## src/rtl/instruction_fetch_unit_pkg.sv

```systemverilog
// Shared definitions for the RV32IM fetch stage: PC type, bubble encoding,
// fetch FSM state codes and the instruction/PC+4 pair presented to IF/ID.
package instruction_fetch_unit_pkg;

  localparam int unsigned PC_WIDTH = 32;

  // addi x0,x0,0
  localparam logic [31:0] NOP_INSTRUCTION = 32'h00000013;

  localparam logic [1:0] S_FETCH   = 2'd0;
  localparam logic [1:0] S_HOLD    = 2'd1;
  localparam logic [1:0] S_DISCARD = 2'd2;

  typedef logic [PC_WIDTH-1:0] pc_t;

  typedef struct packed {
    logic [31:0] instruction;
    pc_t         pc_plus_4;
  } fetch_pair_t;

  function automatic pc_t align_word(input pc_t addr);
    return addr & ~pc_t'(3);
  endfunction

endpackage

```

## src/rtl/instruction_fetch_unit_if.sv

```systemverilog
// Instruction memory read port with busy-wait handshake.
interface instruction_fetch_unit_if;
  import instruction_fetch_unit_pkg::*;

  logic        IMEM_READ;
  pc_t         IMEM_ADDR;
  logic [31:0] IMEM_READDATA;
  logic        IMEM_BUSYWAIT;

  modport master (
    output IMEM_READ,
    output IMEM_ADDR,
    input  IMEM_READDATA,
    input  IMEM_BUSYWAIT
  );

  modport slave (
    input  IMEM_READ,
    input  IMEM_ADDR,
    output IMEM_READDATA,
    output IMEM_BUSYWAIT
  );
endinterface

```

## src/rtl/instruction_fetch_unit_fetch_hold_buffer.sv

```systemverilog
// One-entry holding register for a word fetched while IF/ID is stalled.
// Reset and clear both return it to the bubble pair {NOP, 0}.
module instruction_fetch_unit_fetch_hold_buffer
  import instruction_fetch_unit_pkg::*;
#(
  parameter logic [31:0] NOP_INSTR = NOP_INSTRUCTION
) (
  input  logic        CLK,
  input  logic        RESET,
  input  logic        load,
  input  logic        clear,
  input  fetch_pair_t load_pair,
  output fetch_pair_t pair
);

  fetch_pair_t pair_q;

  always_ff @(posedge CLK) begin
    if (RESET || clear) begin
      pair_q <= {NOP_INSTR, pc_t'(0)};
    end else if (load) begin
      pair_q <= load_pair;
    end
  end

  assign pair = pair_q;

endmodule

```

## src/rtl/instruction_fetch_unit.sv

```systemverilog
// Fetch stage: owns the PC, drives the instruction memory port, applies
// redirects and parks a stalled word in the hold buffer so nothing is lost.
module instruction_fetch_unit
  import instruction_fetch_unit_pkg::*;
#(
  parameter logic [31:0] RESET_PC  = 32'h00000000,
  parameter logic [31:0] NOP_INSTR = NOP_INSTRUCTION
) (
  input  logic                       CLK,
  input  logic                       RESET,
  input  logic                       STALL,
  input  logic                       BRANCH_TAKEN,
  input  pc_t                        BRANCH_TARGET,
  instruction_fetch_unit_if.master   imem,
  output logic [31:0]                OUT_INSTRUCTION,
  output pc_t                        OUT_PC_PLUS_4,
  output logic                       IF_ID_ENABLE
);

  logic [1:0]  state_q, state_d;
  pc_t         pc_q, pc_d;
  pc_t         redirect_pc_q, redirect_pc_d;
  pc_t         target;
  pc_t         pc_plus_4;
  logic        mem_ready;
  logic        buf_load, buf_clear;
  fetch_pair_t buf_pair;
  fetch_pair_t out_pair;

  assign target    = align_word(BRANCH_TARGET);
  assign pc_plus_4 = pc_q + pc_t'(4);
  assign mem_ready = ~imem.IMEM_BUSYWAIT;

  // Read request and address depend on registered state only.
  assign imem.IMEM_READ = (state_q != S_HOLD);
  assign imem.IMEM_ADDR = pc_q;

  // A redirect must squash the wrong-path slot even while IF/ID is stalled.
  assign IF_ID_ENABLE    = BRANCH_TAKEN | ~STALL;
  assign OUT_INSTRUCTION = out_pair.instruction;
  assign OUT_PC_PLUS_4   = out_pair.pc_plus_4;

  always_comb begin
    state_d       = state_q;
    pc_d          = pc_q;
    redirect_pc_d = redirect_pc_q;
    buf_load      = 1'b0;
    buf_clear     = 1'b0;
    out_pair      = {NOP_INSTR, pc_t'(0)};

    case (state_q)
      S_FETCH: begin
        if (BRANCH_TAKEN) begin
          if (mem_ready) begin
            pc_d = target;
          end else begin
            redirect_pc_d = target;
            state_d       = S_DISCARD;
          end
        end else if (mem_ready) begin
          pc_d = pc_plus_4;
          if (STALL) begin
            buf_load = 1'b1;
            state_d  = S_HOLD;
          end else begin
            out_pair = {imem.IMEM_READDATA, pc_plus_4};
          end
        end
      end

      S_HOLD: begin
        if (BRANCH_TAKEN) begin
          pc_d      = target;
          buf_clear = 1'b1;
          state_d   = S_FETCH;
        end else begin
          out_pair = buf_pair;
          if (!STALL) begin
            buf_clear = 1'b1;
            state_d   = S_FETCH;
          end
        end
      end

      S_DISCARD: begin
        // Newest redirect wins; the in-flight word is dropped on completion.
        if (BRANCH_TAKEN) begin
          redirect_pc_d = target;
        end
        if (mem_ready) begin
          pc_d    = BRANCH_TAKEN ? target : redirect_pc_q;
          state_d = S_FETCH;
        end
      end

      default: begin
        state_d = S_FETCH;
      end
    endcase
  end

  always_ff @(posedge CLK) begin
    if (RESET) begin
      state_q       <= S_FETCH;
      pc_q          <= RESET_PC;
      redirect_pc_q <= '0;
    end else begin
      state_q       <= state_d;
      pc_q          <= pc_d;
      redirect_pc_q <= redirect_pc_d;
    end
  end

  instruction_fetch_unit_fetch_hold_buffer #(
    .NOP_INSTR (NOP_INSTR)
  ) u_hold_buffer (
    .CLK       (CLK),
    .RESET     (RESET),
    .load      (buf_load),
    .clear     (buf_clear),
    .load_pair ({imem.IMEM_READDATA, pc_plus_4}),
    .pair      (buf_pair)
  );

endmodule

```

## src/flat_wrapper.sv

```systemverilog
// flat-port wrapper written by rule: the top's interface ports become plain ports
module instruction_fetch_unit_flat import instruction_fetch_unit_pkg::*;
#(
  parameter logic [31:0] RESET_PC  = 32'h00000000,
  parameter logic [31:0] NOP_INSTR = NOP_INSTRUCTION
)
  (CLK, RESET, STALL, BRANCH_TAKEN, BRANCH_TARGET, OUT_INSTRUCTION, OUT_PC_PLUS_4, IF_ID_ENABLE, imem_IMEM_READ, imem_IMEM_ADDR, imem_IMEM_READDATA, imem_IMEM_BUSYWAIT);
  instruction_fetch_unit_if imem_i ();
  input  logic CLK;
  input  logic RESET;
  input  logic STALL;
  input  logic BRANCH_TAKEN;
  input  pc_t BRANCH_TARGET;
  output logic [31:0] OUT_INSTRUCTION;
  output pc_t OUT_PC_PLUS_4;
  output logic IF_ID_ENABLE;
  output wire logic [$bits(imem_i.IMEM_READ)-1:0] imem_IMEM_READ;
  output wire logic [$bits(imem_i.IMEM_ADDR)-1:0] imem_IMEM_ADDR;
  input wire logic [$bits(imem_i.IMEM_READDATA)-1:0] imem_IMEM_READDATA;
  input wire logic [$bits(imem_i.IMEM_BUSYWAIT)-1:0] imem_IMEM_BUSYWAIT;
  assign imem_IMEM_READ = imem_i.IMEM_READ;
  assign imem_IMEM_ADDR = imem_i.IMEM_ADDR;
  assign imem_i.IMEM_READDATA = imem_IMEM_READDATA;
  assign imem_i.IMEM_BUSYWAIT = imem_IMEM_BUSYWAIT;
  instruction_fetch_unit #(.RESET_PC(RESET_PC), .NOP_INSTR(NOP_INSTR)) u_core (.CLK(CLK), .RESET(RESET), .STALL(STALL), .BRANCH_TAKEN(BRANCH_TAKEN), .BRANCH_TARGET(BRANCH_TARGET), .imem(imem_i), .OUT_INSTRUCTION(OUT_INSTRUCTION), .OUT_PC_PLUS_4(OUT_PC_PLUS_4), .IF_ID_ENABLE(IF_ID_ENABLE));
endmodule
```

## config.mk

```make
export PLATFORM = sky130hd
export DESIGN_NAME = instruction_fetch_unit_flat
export DESIGN_NICKNAME = d
export VERILOG_FILES = /design/src/rtl/instruction_fetch_unit_pkg.sv /design/src/rtl/instruction_fetch_unit_if.sv /design/src/rtl/instruction_fetch_unit_fetch_hold_buffer.sv /design/src/rtl/instruction_fetch_unit.sv /design/src/flat_wrapper.sv
export SDC_FILE = /design/constraint.sdc
export NUM_CORES = 1
export LEC_CHECK = 0
export CORE_MARGIN = 1.5
export CORE_UTILIZATION = 50
export CTS_CLUSTER_SIZE = 20
export DETAILED_ROUTE_END_ITERATION = 12
export MAX_ROUTING_LAYER = met4
export PLACE_DENSITY = 0.8
export RECOVER_POWER = 25
export SYNTH_ARGS = -nofsm -noshare
export SYNTH_HDL_FRONTEND = slang
export SYNTH_SLANG_ARGS = --single-unit
```

## constraint.sdc

```tcl
create_clock -name CLK -period 3.57 [get_ports CLK]
set_clock_uncertainty 0.2 [all_clocks]
set_input_delay 1.071 -clock CLK [delete_from_list [all_inputs] [get_ports CLK]]
set_output_delay 1.071 -clock CLK [all_outputs]
set_load 0.02 [all_outputs]
```

==> PnR_summary.wiki, run 1 <==
{| class="wikitable"
! Metric !! Value
|-
| Endpoint of the worst register-to-register path || u_core.imem.IMEM_ADDR[31]
|-
| Number of antenna cells inserted || 0
|-
| Yosys top cell area share || 37.39%
|-
| Routed length per instance || 18.75 um
|-
| Cell type with the largest total area after synthesis || sky130_fd_sc_hd__dfxtp_1
|-
| Top cells by instance count after synthesis || 196 x sky130_fd_sc_hd__nand2_1, 130 x sky130_fd_sc_hd__dfxtp_1, 120 x sky130_fd_sc_hd__a21oi_1
|-
| Total routing usage reported by global routing || 33.62%
|-
| Leak || 3.975 nW
|-
| Launch point of the worst reg-to-reg path || u_core.state_q[1]
|-
| Synthesized net count || 986
|-
| Crit path setup slack, layout || -0.01546 ns
|-
| Top_reg_cell synth || sky130_fd_sc_hd__dfxtp_1
|-
| Clock power share || 36.4%
|-
| Register bit total from synthesis || 130
|-
| Multi-input gate area in the final layout || 4145 sq um
|-
| Critical Path Sink Type || output port
|-
| Leading cell type by number of instances after synthesis || sky130_fd_sc_hd__nand2_1
|-
| Remaining global-route overflow || 0
|-
| Maximum number of pins on one net before global-route repair || 47
|-
| Sinks on Clock Net || 130
|-
| Clk_lat worst skew || 0.43 ns
|-
| Floorplan die area || 14640 sq um
|-
| Die height || 121.0 um
|-
| Die Width || 121.0 um
|-
| Number of buffers created by CTS || 17
|-
| VDD IR max || 0.4329 mV
|-
| Worst slew margin relative to its limit || 9.252%
|-
| Area growth, synth to finish || 45.32%
|-
| CP Max Fanout || 6
|-
| Worst slack at placement || -0.8501 ns
|-
| Number of cell rows || 42
|-
| Cells on worst reg2reg path || 10
|-
| FFs w/ async S/R, synth || 0%
|-
| Power density over the cells || 493.6 nW/um^2
|-
| Final Hold Slack || 0.2540 ns
|-
| Starting DRT DRC Count || 1021
|-
| Initial cell density of the core || 51.94%
|-
| Violated checks || negative setup slack
|-
| Classification of the worst-slack hold path || reg -> reg
|-
| Total wirelength of the detailed-routed design || 24.94 mm
|-
| Result of the run || finished, violations left
|-
| Final setup viols || 1
|-
| Final routed DRC violation total || 0
|-
| Post-DP HPWL || 16.31 mm
|-
| Pins over their slew limit || 0
|-
| Post-layout nets || 1217
|-
| Setup slack on the worst flop-to-flop path || 0.36 ns
|-
| P_sw || 0.001606 W
|-
| Crit. Startpoint || u_core.imem.IMEM_ADDR[29]
|-
| Core area || 13400 sq um
|-
| End point of the critical path || OUT_PC_PLUS_4[30]
|-
| Weighted congestion reported at the end of routability-driven placement || 0.9863
|-
| RSZ-0062 raised after global routing || yes
|-
| Antenna violation net count after detailed routing || 0
|-
| Crit path launch type || register
|-
| Portion of total power attributed to combinational logic || 30.2%
|-
| Yosys synthesis warning count || 0
|-
| Vias in the first global route || 7139
|-
| Count of unique library cells instantiated by Yosys || 64
|-
| Cell internal power dissipation || 0.003386 W
|-
| Global-route wire length before repair || 37.56 mm
|-
| Total number of H-tree levels || 4
|-
| Sequential area share after synthesis || 37.39%
|-
| Final clock period utilization by the worst path || 100.4%
|-
| Post-layout util || 75.48%
|-
| CTS clk-pin slew, worst paths || 0.06 ns
|-
| Mapped cell area || 6960 sq um
|-
| Detailed-route vias per instance || 6.028
|-
| Number of enable flip-flop cells after synthesis || 0
|-
| Final hold violation count || 0
|-
| Data arrival time of the worst path || 2.31 ns
|-
| Sw Ratio || 32.17%
|-
| Highest achievable clock rate || 0.2789 GHz
|-
| Count of pins on the block boundary || 167
|-
| Length of the first detailed-routing pass in iterations || 5
|-
| Footprint of the flip-flops and latches || 2609 sq um
|-
| Antenna violations before repair || 0
|-
| Sequential fraction of design power || 33.5%
|-
| Synth Instances || 912
|-
| Clock root buffer || sky130_fd_sc_hd__clkbuf_16
|-
| Final period demand of the worst path || 3.585 ns
|-
| Number of hold buffers added after cts || 0
|-
| Category of the most critical setup path || reg -> out
|-
| Fillcell total || 973
|-
| Top cells by area in the synthesized netlist || sky130_fd_sc_hd__dfxtp_1 37%, sky130_fd_sc_hd__nand2_1 11%, sky130_fd_sc_hd__a21oi_1 8.6%
|-
| Required arrival time at the worst endpoint || 2.30 ns
|-
| Syn_area_per_cell || 7.632 sq um
|-
| Share of post-route cells with drive strength above 1 || 23.14%
|-
| Total number of vias || 8017
|-
| TritonCTS clock tree || yes
|-
| CTS max path bufs || 2
|-
| Port-buffer cells || 164
|-
| Number of violations of the max-capacitance limit || 0
|-
| Transition time of the tightest slew-check pin || 1.361 ns
|}
==> stage by stage <==
stage	setup TNS [ns]	power, W	cells	instance area (sq um)
3_3_place_gp	-46.55	0.003093	1288	9438
6_report	-0.01546	0.004993	1330	10110
4_1_cts	-0.04511	0.004924	1322	9920
2_1_floorplan	-1.236	0.002429	912	6960
3_5_place_dp	-47.61	0.003117	1288	9438
5_1_grt	-0.1021	0.005166	1330	10110
==> placed cells by master, fill, tap and decap left out, types with 5 or more instances in the layout <==
master	n
sky130_fd_sc_hd__o21ai_0	41
sky130_fd_sc_hd__nor3_1	9
sky130_fd_sc_hd__inv_1	9
sky130_fd_sc_hd__clkbuf_1	6
sky130_fd_sc_hd__a22o_1	41
sky130_fd_sc_hd__and3_1	8
sky130_fd_sc_hd__a221oi_1	7
sky130_fd_sc_hd__buf_2	27
sky130_fd_sc_hd__a21o_1	6
sky130_fd_sc_hd__xnor2_1	14
sky130_fd_sc_hd__nor2_1	43
sky130_fd_sc_hd__mux2i_1	7
sky130_fd_sc_hd__mux2_2	8
sky130_fd_sc_hd__dfxtp_2	5
sky130_fd_sc_hd__nand3_1	18
sky130_fd_sc_hd__a211oi_1	22
sky130_fd_sc_hd__a22oi_1	17
sky130_fd_sc_hd__dfxtp_1	125
sky130_fd_sc_hd__buf_6	16
sky130_fd_sc_hd__clkdlybuf4s50_1	95
sky130_fd_sc_hd__a21oi_1	120
sky130_fd_sc_hd__nand2_1	196
sky130_fd_sc_hd__buf_4	135
sky130_fd_sc_hd__clkbuf_16	18
sky130_fd_sc_hd__nand4_1	13
sky130_fd_sc_hd__xor2_2	6
sky130_fd_sc_hd__xor2_1	7
sky130_fd_sc_hd__o21ai_1	21
==> area by class of cell <==
type | instances | area share (%)
multi-input combinational | 694 | 40.98
sequential | 130 | 25.79
timing repair buffer | 290 | 24.69
clock buffer | 19 | 4.379
tap | 176 | 2.177
clock inverter | 11 | 1.608
inverter | 10 | 0.3711
==> cells by family (layout without fill, tap and decap cells) <==
| family | after synthesis | count (layout) | share of synthesized area [%] |
|---|---|---|---|
| and+or+nand+nor | 328 | 328 | 21.73 |
| xor gates and xnor gates | 28 | 28 | 3.523 |
| DFF | 130 | 130 | 37.39 |
| buffers and inverters | 88 | 330 | 5.015 |
| AOI/OAI and AO/OA | 318 | 318 | 29.14 |
| muxes | 15 | 15 | 2.301 |
| adders and majority gates | 5 | 5 | 0.8988 |
==> routing by layer <==
metal | global-route usage [%] | vias up | routed length [um]
met5 | - | - | 0
met2 | 51.53 | 451 | 11590
li1 | - | 3744 | -
met4 | 10.81 | 0 | 572
met3 | 7.425 | 61 | 2434
met1 | 44.30 | 3761 | 10350
==> critical path: stages (launching register included) <==
cell	delay [ns]
sky130_fd_sc_hd__dfxtp_1	0.50
sky130_fd_sc_hd__nand2_1	0.09
sky130_fd_sc_hd__nor3_1	0.44
sky130_fd_sc_hd__nand4b_1	0.29
sky130_fd_sc_hd__xor2_2	0.24
sky130_fd_sc_hd__o21ai_0	0.15
sky130_fd_sc_hd__buf_2	0.18
==> sequential cells by signal, summed over array words and instances, names as in the netlist <==
| signal | count |
|---|---|
| u_core.imem.IMEM_ADDR | 32 |
| u_core.redirect_pc_q | 32 |
| u_core.state_q | 2 |
| u_core.u_hold_buffer.pair | 64 |
==> power by group through the flow <==
stage	Combinational, W	Sequential (W)	Clock, W
2_1_floorplan	0.000658	0.00177	0
3_3_place_gp	0.00141	0.00168	0
4_1_cts	0.00145	0.00166	0.00182
5_1_grt	0.00159	0.00168	0.00189
3_5_place_dp	0.00143	0.00169	0
6_report	0.00151	0.00167	0.00182
==> worst min path at each step <==
stage / depth (start not counted) / to / from
finish: 2 / u_core.redirect_pc_q[12] / u_core.redirect_pc_q[12]
detailed placement: 2 / u_core.redirect_pc_q[6] / u_core.redirect_pc_q[6]
floorplan: 2 / u_core.redirect_pc_q[2] / u_core.redirect_pc_q[2]
global route: 2 / u_core.redirect_pc_q[6] / u_core.redirect_pc_q[6]
CTS: 2 / u_core.redirect_pc_q[6] / u_core.redirect_pc_q[6]
global placement: 2 / u_core.redirect_pc_q[7] / u_core.redirect_pc_q[7]
==> what timing repair did <==
item,4_1_cts,5_1_grt
buffers inserted,3,8
cloned,2,1
setup endpoints to repair,65,60
pin swaps,3,7
resized for setup,332,58
endpoints found under the hold margin,0,0
(Power assumes the default switching activity.)
==> run 2: changes to the inputs <==
--- a/config.mk
+++ b/config.mk
@@ -5,12 +5,13 @@
 export SDC_FILE = /design/constraint.sdc
 export NUM_CORES = 1
 export LEC_CHECK = 0
+export ABC_AREA = 1
 export CORE_MARGIN = 1.5
-export CORE_UTILIZATION = 50
+export CORE_UTILIZATION = 51
 export CTS_CLUSTER_SIZE = 20
 export DETAILED_ROUTE_END_ITERATION = 12
 export MAX_ROUTING_LAYER = met4
-export PLACE_DENSITY = 0.8
+export PLACE_DENSITY = 0.81
 export RECOVER_POWER = 25
 export SYNTH_ARGS = -nofsm -noshare
 export SYNTH_HDL_FRONTEND = slang
==> PnR_summary.wiki, run 2 <==
{| class="wikitable"
! Metric !! Value
|-
| Length of the first detailed-routing pass in iterations || 6 (+1)
|-
| Crit path setup slack, layout || 0.02127 ns (+0.03672 ns)
|-
| Data arrival time of the worst path || 2.28 ns (-0.03 ns)
|-
| Vias in the first global route || 7650 (+7.2%)
|-
| Cells on worst reg2reg path || 11 (+1)
|-
| Final routed DRC violation total || 0 (unchanged)
|-
| Result of the run || complete, no violations
|-
| Die Width || 123.9 um (+2.4%)
|-
| CP Max Fanout || 15 (+9)
|-
| Post-DP HPWL || 17.41 mm (+6.7%)
|-
| Most common cell after layout, fill and taps aside || sky130_fd_sc_hd__nand2_1
|-
| Number of cell rows || 44 (+4.8%)
|-
| Commonest non-fill, non-tap cells in the layout || 288 x sky130_fd_sc_hd__nand2_1, 195 x sky130_fd_sc_hd__a21oi_1, 129 x sky130_fd_sc_hd__dfxtp_1
|-
| Top_reg_cell synth || sky130_fd_sc_hd__dfxtp_1
|-
| Global-route wire length before repair || 39.43 mm (+5.0%)
|-
| Weighted congestion reported at the end of routability-driven placement || 0.9913 (+0.51%)
|-
| Cell type with the largest total area after synthesis || sky130_fd_sc_hd__dfxtp_1
|-
| Number of enable flip-flop cells after synthesis || 0 (unchanged)
|-
| FFs w/ async S/R, synth || 0% (unchanged)
|-
| Biggest cell delay along the critical path || 0.31 ns (-0.19 ns)
|-
| Initial cell density of the core || 51.72% (-0.22 points)
|-
| CP most frequent cell || sky130_fd_sc_hd__buf_4
|-
| Share of post-route cells with drive strength above 1 || 16.02% (-7.1 points)
|-
| Die height || 123.9 um (+2.4%)
|-
| Worst slack at placement || -0.6443 ns (+0.2059 ns)
|-
| Number of hold buffers added after cts || 0 (unchanged)
|-
| Yosys synthesis warning count || 0 (unchanged)
|-
| Post-layout util || 70.58% (-4.9 points)
|-
| Port-buffer cells || 164 (unchanged)
|-
| Cell type group with the largest total delay on the critical path || buffers and inverters
|-
| Yosys top cell area share || 34.89% (-2.5 points)
|-
| VDD IR max || 0.4329 mV (about the same)
|-
| Synth Instances || 1154 (+27%)
|-
| Count of pins on the block boundary || 167 (unchanged)
|-
| Stages on worst setup path || 6 (unchanged)
|-
| Hold path cells || 2 (unchanged)
|-
| Category of the most critical setup path || in -> out
|-
| Final clock period utilization by the worst path || 99.40% (-1.0 points)
|-
| Floorplan die area || 15360 sq um (+4.9%)
|-
| Total number of H-tree levels || 4 (unchanged)
|-
| Count of unique library cells instantiated by Yosys || 32 (-50%)
|-
| CP max-delay cell || sky130_fd_sc_hd__bufbuf_16
|-
| Sequential area share after synthesis || 34.89% (-2.5 points)
|-
| Post-layout nets || 1424 (+17%)
|-
| Leading cell type by number of instances after synthesis || sky130_fd_sc_hd__nand2_1
|-
| Number of buffers created by CTS || 17 (unchanged)
|-
| Top cells by area in the synthesized netlist || sky130_fd_sc_hd__dfxtp_1 35%, sky130_fd_sc_hd__nand2_1 15%, sky130_fd_sc_hd__a21oi_1 13%
|-
| RSZ-0062 raised after global routing || yes
|-
| Register bit total from synthesis || 130 (unchanged)
|-
| Final period demand of the worst path || 3.549 ns (-0.03672 ns)
|-
| Mapped cell area || 7460 sq um (+7.2%)
|-
| Transition time of the tightest slew-check pin || 0.9218 ns (-0.4395 ns)
|-
| Power density over the cells || 584.1 nW/um^2 (+18%)
|-
| Classification of the worst-slack hold path || reg -> reg
|-
| List of cells traversed by the critical path || dlygate4sd2_1 > buf_4 > nor2_4 > bufbuf_16 > a32o_1 > buf_4
|-
| Sinks on Clock Net || 130 (unchanged)
|-
| Critical Path Sink Type || output port
|-
| Antenna violation net count after detailed routing || 0 (unchanged)
|-
| Antenna violations before repair || 1 (+1)
|-
| Fillcell total || 1247 (+28%)
|-
| Remaining global-route overflow || 0 (unchanged)
|-
| Maximum number of pins on one net before global-route repair || 53 (+13%)
|-
| Detailed-route vias per instance || 5.614 (-6.9%)
|-
| Final setup viols || 0 (-1)
|-
| Number of flip-flops under the largest register name || 64 (unchanged)
|-
| Total buffers and inverters traversed by the critical path || 4 (+3)
|-
| Leak || 4.456 nW (+12%)
|-
| CTS clk-pin slew, worst paths || 0.06 ns (about the same)
|-
| Number of violations of the max-capacitance limit || 0 (unchanged)
|-
| Total wirelength of the detailed-routed design || 25.68 mm (+3.0%)
|-
| Pins over their slew limit || 0 (unchanged)
|-
| Total routing usage reported by global routing || 34.26% (+0.64 points)
|-
| Required arrival time at the worst endpoint || 2.30 ns (about the same)
|-
| Starting DRT DRC Count || 863 (-15%)
|-
| Routed length per instance || 16.61 um (-11%)
|-
| Synthesized net count || 1228 (+25%)
|-
| Top cells by instance count after synthesis || 289 x sky130_fd_sc_hd__nand2_1, 195 x sky130_fd_sc_hd__a21oi_1, 130 x sky130_fd_sc_hd__dfxtp_1, 130 x sky130_fd_sc_hd__o21ai_0, 103 x sky130_fd_sc_hd__nor2_1
|-
| CTS max path bufs || 2 (unchanged)
|-
| Area growth, synth to finish || 36.48%
|-
| Core area || 14420 sq um (+7.6%)
|-
| Worst slew margin relative to its limit || 38.55% (+29 points)
|-
| Clk_lat worst skew || 0.43 ns (about the same)
|-
| Final hold violation count || 0 (unchanged)
|-
| Crit path launch type || primary input
|-
| Highest achievable clock rate || 0.2818 GHz (+1.0%)
|-
| Clock root buffer || sky130_fd_sc_hd__clkbuf_16
|-
| Total number of vias || 8680 (+8.3%)
|-
| TritonCTS clock tree || yes
|-
| Syn_area_per_cell || 6.464 sq um (-15%)
|}
## run 2: cell types whose count changed after synthesis, sizes merged, moves of 41 or more
cell | previous run | this run
o21ai | 65 | 135
nor2 | 44 | 117
nand2 | 196 | 292
inv | 9 | 84
a22o | 41 | 0
a21oi | 120 | 196
## run 2: cell type report
class | instances | area [sq um] | area share [%]
well taps | 184 | 230.2 | 2.261
repair buffers | 258 | 2236 | 21.96
flip-flops and latches | 130 | 2604 | 25.57
inverters | 86 | 324.1 | 3.183
multi-input cells | 857 | 4235 | 41.60
clock inverters | 4 | 50.05 | 0.4916
diodes | 1 | 2.502 | 0.02458
clock buffers | 26 | 499.2 | 4.904
## run 2: per-layer routing
layer	track usage [%]	part of all wire [%]	routed length, um	up-vias
li1	-	-	-	4269
met1	46.48	43	10940	3917
met2	50.90	45	11640	433
met3	6.410	9.5	2442	61
met4	12.71	2.5	652	0
met5	-	0	0	-
## run 2: through the flow
| step | hold WS [ns] | setup TNS, ns | instances | instance area [sq um] | power [W] |
|---|---|---|---|---|---|
| 3_5_place_dp | 0.2373 | -34.57 | 1510 | 9767 | 0.004254 |
| 4_1_cts | 0.2522 | 0 | 1543 | 10170 | 0.005888 |
| 5_1_grt | 0.2831 | -0.09972 | 1546 | 10180 | 0.006234 |
| 6_report | 0.2513 | 0 | 1546 | 10180 | 0.005947 |
| 2_1_floorplan | 0.2236 | 0 | 1154 | 7460 | 0.003209 |
| 3_3_place_gp | 0.2327 | -33.45 | 1510 | 9767 | 0.004213 |
## run 2: cell families (layout without fill, tap and decap cells)
| family | count (synthesis) | count (layout) | share of synthesized area (%) |
|---|---|---|---|
| fa+ha+maj | 5 | 5 | 0.8386 |
| other cells | 0 | 1 | 0 |
| buf+inv | 167 | 374 | 9.141 |
| simple gates | 448 | 448 | 24.49 |
| flops | 130 | 130 | 34.89 |
| xor+xnor | 15 | 15 | 1.761 |
| compound gates | 389 | 389 | 28.88 |
## run 2: worst min-delay path: stages (launching register included)
cell	delay [ns]
sky130_fd_sc_hd__dfxtp_1	0.32
sky130_fd_sc_hd__nand2_1	0.05
sky130_fd_sc_hd__nand3_1	0.05
## run 2: report_power, final
group	total (W)	switching (W)	leakage (nW)	internal (W)
Clock	0.00166	0.000640	0.263	0.00102
Combinational	0.00236	0.00141	3.13	0.000952
Sequential	0.00192	0.000228	1.07	0.00169
Total	0.00595	0.00228	4.46	0.00367
## run 2: what timing repair did
item	in CTS	in global routing
cloned	1	0
gates resized for setup	258	49
hold endpoints to repair	0	0
endpoints found under the setup margin	65	40
buffers inserted	2	2
pin swaps	4	2
## run 2: path summary, 6_finish.rpt
kind                                         to                     startpoint  slack [ns]
setup / recovery            OUT_INSTRUCTION[28]             imem_IMEM_BUSYWAIT        0.02
hold / removal    u_core.u_hold_buffer.pair[36]  u_core.u_hold_buffer.pair[36]        0.25
setup reg to reg   u_core.u_hold_buffer.pair[0]              u_core.state_q[1]        1.22
hold reg to reg   u_core.u_hold_buffer.pair[36]  u_core.u_hold_buffer.pair[36]        0.25
